[config.mk]
export PLATFORM = sky130hd
export DESIGN_NAME = multicycle_alu
export DESIGN_NICKNAME = d
export VERILOG_FILES = /design/src/rtl/multicycle_alu.sv
export SDC_FILE = /design/constraint.sdc
export NUM_CORES = 1
export LEC_CHECK = 0
export BUFFER_PORTS_ARGS = -buffer_cell sky130_fd_sc_hd__buf_4
export CORE_MARGIN = 2
export CORE_UTILIZATION = 26
export DETAILED_ROUTE_END_ITERATION = 6
export GPL_TIMING_DRIVEN = 0
export HOLD_SLACK_MARGIN = 0.15
export RECOVER_POWER = 100
export SLEW_MARGIN = 15
export SYNTH_ARGS = -nofsm -noshare
export SYNTH_HDL_FRONTEND = slang
export SYNTH_SLANG_ARGS = --single-unit
export TNS_END_PERCENT = 1
[constraint.sdc]
create_clock -name clk -period 8.8 [get_ports clk]
set_input_delay 0.44 -clock clk [delete_from_list [all_inputs] [get_ports clk]]
set_output_delay 0.44 -clock clk [all_outputs]
set_load 0.05 [all_outputs]
[src/rtl/multicycle_alu.sv]
// Multicycle ALU: single-cycle logic/arithmetic/shift/compare ops plus iterative
// unsigned multiply/divide writing HI/LO, with a start/busy/done handshake.
module multicycle_alu #(
  parameter  int WIDTH = 32,
  localparam int SHW   = $clog2(WIDTH),
  localparam int CW    = $clog2(WIDTH + 1)
) (
  input  logic             clk,
  input  logic             reset,
  input  logic             start,
  input  logic [3:0]       ALUOperation,
  input  logic [WIDTH-1:0] A,
  input  logic [WIDTH-1:0] B,
  input  logic [SHW-1:0]   shamt,
  output logic             busy,
  output logic             done,
  output logic             Zero,
  output logic [WIDTH-1:0] ALUResult,
  output logic [WIDTH-1:0] Hi,
  output logic [WIDTH-1:0] Lo
);

  typedef enum logic [1:0] {IDLE, MUL, DIV} state_t;

  typedef enum logic [3:0] {
    OP_AND, OP_OR, OP_NOR, OP_ADD, OP_SUB, OP_LUI, OP_SLL, OP_SRL,
    OP_BEQ, OP_BNE, OP_SRA, OP_SLT, OP_MULTU, OP_DIVU, OP_MFHI, OP_MFLO
  } op_t;

  state_t           state, state_next;
  op_t              op;
  logic [CW-1:0]    count;
  logic [WIDTH-1:0] op_a;
  logic [WIDTH-1:0] acc_hi;
  logic [WIDTH-1:0] acc_lo;
  logic [WIDTH-1:0] alu_res;
  logic [WIDTH:0]   mul_sum;
  logic [WIDTH:0]   div_shift;
  logic [WIDTH-1:0] div_diff;
  logic             div_ge;
  logic             is_mult;
  logic             is_div;

  assign op      = op_t'(ALUOperation);
  assign is_mult = (op == OP_MULTU);
  assign is_div  = (op == OP_DIVU);

  always_comb begin
    alu_res = '0;
    case (op)
      OP_AND:  alu_res = A & B;
      OP_OR:   alu_res = A | B;
      OP_NOR:  alu_res = ~(A | B);
      OP_ADD:  alu_res = A + B;
      OP_SUB:  alu_res = A - B;
      OP_LUI:  alu_res = {B[WIDTH/2-1:0], {(WIDTH/2){1'b0}}};
      OP_SLL:  alu_res = B << shamt;
      OP_SRL:  alu_res = B >> shamt;
      OP_BEQ:  alu_res = WIDTH'(A != B);
      OP_BNE:  alu_res = WIDTH'(A == B);
      OP_SRA:  alu_res = $signed(B) >>> shamt;
      OP_SLT:  alu_res = WIDTH'($signed(A) < $signed(B));
      OP_MFHI: alu_res = Hi;
      OP_MFLO: alu_res = Lo;
      default: alu_res = '0;
    endcase
  end

  // Shared accumulator pair: MUL keeps {partial product, multiplier}; DIV keeps
  // {remainder, dividend/quotient}, so completion writes Hi/Lo identically.
  always_comb begin
    mul_sum   = {1'b0, acc_hi} + (acc_lo[0] ? {1'b0, op_a} : '0);
    div_shift = {acc_hi, acc_lo[WIDTH-1]};
    div_ge    = (div_shift >= {1'b0, op_a});
    div_diff  = div_shift[WIDTH-1:0] - op_a;
  end

  always_ff @(posedge clk or negedge reset) begin
    if (!reset) state <= IDLE;
    else        state <= state_next;
  end

  always_comb begin
    state_next = state;
    case (state)
      IDLE: begin
        if (start && is_mult)     state_next = MUL;
        else if (start && is_div) state_next = DIV;
      end
      MUL, DIV: if (count == '0) state_next = IDLE;
      default:  state_next = IDLE;
    endcase
  end

  always_ff @(posedge clk or negedge reset) begin
    if (!reset) begin
      busy      <= 1'b0;
      done      <= 1'b0;
      Zero      <= 1'b1;
      ALUResult <= '0;
      Hi        <= '0;
      Lo        <= '0;
      count     <= '0;
      op_a      <= '0;
      acc_hi    <= '0;
      acc_lo    <= '0;
    end else begin
      done <= 1'b0;
      case (state)
        IDLE: begin
          if (start) begin
            if (is_mult || is_div) begin
              busy   <= 1'b1;
              count  <= CW'(WIDTH);
              op_a   <= is_mult ? A : B;
              acc_hi <= '0;
              acc_lo <= is_mult ? B : A;
            end else begin
              ALUResult <= alu_res;
              Zero      <= (alu_res == '0);
              done      <= 1'b1;
            end
          end
        end
        MUL, DIV: begin
          if (count != '0) begin
            count <= count - CW'(1);
            if (state == MUL) begin
              {acc_hi, acc_lo} <= {mul_sum, acc_lo[WIDTH-1:1]};
            end else begin
              acc_hi <= div_ge ? div_diff : div_shift[WIDTH-1:0];
              acc_lo <= {acc_lo[WIDTH-2:0], div_ge};
            end
          end else begin
            Hi        <= acc_hi;
            Lo        <= acc_lo;
            ALUResult <= acc_lo;
            Zero      <= (acc_lo == '0);
            done      <= 1'b1;
            busy      <= 1'b0;
          end
        end
        default: ;
      endcase
    end
  end

endmodule

==> summary.txt <==
Critical path
  • Worst path cell trace: clkbuf_1 -> clkbuf_1 -> inv_1 -> ha_1 -> clkbuf_1 -> nor4_1 -> o311ai_0 -> a21oi_1 -> o21ai_0 -> o221ai_1 -> nand3_1 -> a2111oi_0 -> nand4_1 -> nor4_1 -> nand3_1 -> o31ai_2
  • CP endpoint kind: register
  • WS Path Type: input pin to register
  • Worst R2R End: acc_hi[22]
  • Cell mode on critical path: clkbuf_1
  • Critical path depth: 16
  • R2r worst-path depth: 14
  • Startpoint types: input pin
  • Worst r2r src: acc_hi[17]
  • Setup slack, reg-to-reg: 3.03 ns
  • Worst endpoint required time: about 9 ns
  • Critical path destination: Zero
  • CP startpoint: B[13]
  • Largest fanout on the critical path: 10
  • CP delay by family, top: compound AO/OA/AOI/OAI gates
  • Critical Path Max Stage Delay: 0.96 ns
  • CP bufs+invs: 4
  • Crit-path slowest cell: clkbuf_1
  • CP arrival: 8.03 ns

Timing
  • Worst Skew: 0.0135 ns
  • Setup TNS: 0 ns
  • RSZ-0062 raised after global routing: no
  • Crit share post-route: between 80% and 90%
  • Final Critical Period: 7.61 ns
  • Relative slew slack: -141%
  • Final hold violation count: 0
  • Max Slew Vio Count: 82
  • Setup violations, final: 0
  • Tightest Pin Transition: 3.62 ns
  • Final WS setup: 1.19 ns
  • Fmax: 131 MHz

Floorplanning
  • Die area: roughly 90000 um2
  • Die height: between 300 and 400 um
  • Core area: 89600 um2
  • Initial Utilization: 26.1%
  • I/O pin count: 175
  • Row cnt: 110
  • Die W: 304 um

Synth
  • Synth Area in Adders: approximately a tenth
  • Cells after Synth: 2944
  • Largest family of logic cells by synthesized area: compound AO/OA/AOI/OAI gates
  • Post-Synth XOR/XNOR Area: under 10%
  • Post-synthesis mux area share: around 16%
  • Yosys top cell area share: 21.6%
  • Post-Syn Nets: 3201
  • Netlist Area Pre-Place: 23400 um2
  • Post-Synth Simple-Gate Area: 17.5%
  • Yosys Warn Count: 0
  • FF+latch count, synth: 203
  • Sequential area share after synthesis: between 20% and 30%
  • Number of distinct library cells after synthesis: 90
  • Ys async rst share: 100%
  • Top cells by count, synth: 359 x nand2_1, 300 x o21ai_0, 202 x dfrtp_1
  • Largest cells by area after synthesis: dfrtp_1 22%, ha_1 9.5%, o21ai_0 6.4%
  • Synth Area in Compound Gates: 26.2%
  • Top_reg_cell synth: dfrtp_1
  • Cell with the most instances after synthesis: nand2_1
  • Number of synthesized flops with an enable pin: 0
  • Synth area leader: dfrtp_1
  • Syn avg cell area: 7.95 um2

Placement
  • Setup WS pre-CTS: between 1.5 and 2 ns
  • Placed cells: 4295
  • Detailed Place HPWL: approximately 110000 um
  • Gpl congestion: 1.06
  • Port Buf Inserts: 168
  • Post-DP Area: 26300 um2

Cells and area
  • Final instance area: 26500 um2
  • Fraction of layout cells with a size suffix above 1: 10.2%
  • Filler Cell Count: 9899
  • Synthesis-to-layout area growth: 13.4%
  • Nets: 3400
  • Fin cells: 4332

Route
  • DR vias/cell: 6.04
  • Via Count: 26200
  • DRT Wirelength: 139000 um
  • Drt drc: 5
  • Drt initial violations: 3550
  • DR WL met3: roughly 12000 um
  • Highest Signal Layer: met5
  • WL met2: 61800 um
  • Wire per inst: about 32 um
  • First-pass detailed-route iteration total: 7
  • Post-DRT Antenna Nets: 0
  • Met1 wire length: ~56000 um

Clock tree
  • CTS buffer count: 21
  • Clk sink count: a little over 200
  • Post-cts sizing count: 0
  • Clock Latency Late Sink: 0.52 ns
  • Reg clk slew, reported paths: ~0.07 ns
  • Clk buf depth: 3
  • CTS tree: built
  • H-Tree Depth: 1
  • CTS root buf: clkbuf_16

Power and ir drop
  • P per Cell Area: 211 nW/um2
  • Final Power: 5600 uW
  • VDD IR max: 0.000165 V
  • Leakage: between 0.01 and 0.015 uW

Worst hold path
  • HP Start: A[0]
  • Hold WC Path Type: input pin to register

Global route
  • GRT overflow: 0
  • Gr usage total: 28.8%
  • Initial antenna violation count: 6
  • First-pass GRT wire length: around 190000 um
  • Vias in the first global route: 24800
  • Largest net degree at the start of global routing: 74

Job
  • Max Cap Viol: 3

Status
  • Failing checks: DRC, capacitance limit, slew limit
  • Status: complete, but fails checks
## through the flow
step           hold WS (ns)  utilization, %
3_5_place_dp          0.420            29.3
6_report              0.325            29.6
2_1_floorplan         0.144               -
3_3_place_gp          0.471            29.2
5_1_grt               0.341            29.6
4_1_cts               0.315            30.1
## what timing repair did
| action | CTS | global route |
|---|---|---|
| setup buffers | 0 | 0 |
| hold buffers | 1 | 0 |
| hold endpoints to repair | 60 | 0 |
## power by group
group          leakage [uW]  switching, uW  internal (uW)
clock              0.000329            421            492
combinational       0.00810           2140            947
sequential          0.00266            387           1220
## worst min path at each step
stage,slack [ns],to,depth (start not counted)
2_1_floorplan,0.14,ALUResult[0],0
3_5_place_dp,0.42,op_a[24],1
3_3_place_gp,0.47,ALUResult[7],2
6_report,0.33,op_a[0],3
5_1_grt,0.34,op_a[0],3
4_1_cts,0.31,op_a[0],3
## logic make-up (layout without fill, tap and decap cells)
kind of cell    Yosys count  after routing
buf+inv                 378            589
simple gates            882            882
fa+ha+maj               181            181
mux                     287            287
compound gates          946            946
other cells               0              1
xor+xnor                 67             67
flops                   203            203
## cell usage in the layout (no fill, tap or decap), drive strengths merged, types with 19 or more instances in the layout
cell type  instances
nand2            359
o21ai            321
clkbuf           288
dfrtp            202
nor2             193
ha               177
a21oi            175
inv              159
mux2i            135
buf              131
mux2              96
mux4              56
nand3             55
nor3              50
xnor2             50
a21o              42
a211oi            41
and2              40
a22oi             34
nor4              31
o211ai            28
a221oi            26
a22o              25
nand4             24
o21bai            24
o221ai            24
nand2b            23
nor2b             21
o22ai             21
and3              20
a31oi             19
## metal layers
metal | track usage (%) | vias to the layer above
li1 | - | 11200
met1 | 37.7 | 13000
met2 | 45.9 | 1589
met3 | 4.16 | 337
met4 | 14.9 | 8
met5 | 0 | -
## final cells by class
type	count	area (um2)	area share [%]
Inverter	157	589	2.22
Clock inverter	11	113	0.424
Tap cell	1176	1470	5.54
Clock buffer	24	557	2.10
Antenna cell	1	2.50	0.00943
Multi-Input combinational cell	2363	16800	63.3
Timing Repair Buffer	176	980	3.69
Sequential cell	203	5080	19.1
Buffer	221	935	3.52
## state kept, by name, summed over array words and instances (netlist names)
register / cells
ALUResult: 32
Lo: 32
Zero: 1
count: 6
acc_lo: 32
done: 1
op_a: 32
Hi: 32
state: 2
busy: 1
acc_hi: 32
## worst reg2reg max path: cells and delay by family (launching register included)
| kind | cells | cell delay (ns) |
|---|---|---|
| AOI/OAI and AO/OA | 3 | 1.00 |
| adders and majority gates | 1 | 0.40 |
| buffers and inverters | 1 | 0.81 |
| DFF | 1 | 0.45 |
| muxes | 1 | 0.30 |
| and+or+nand+nor | 8 | 2.69 |
Note: power is estimated with default switching activity, not from simulation.
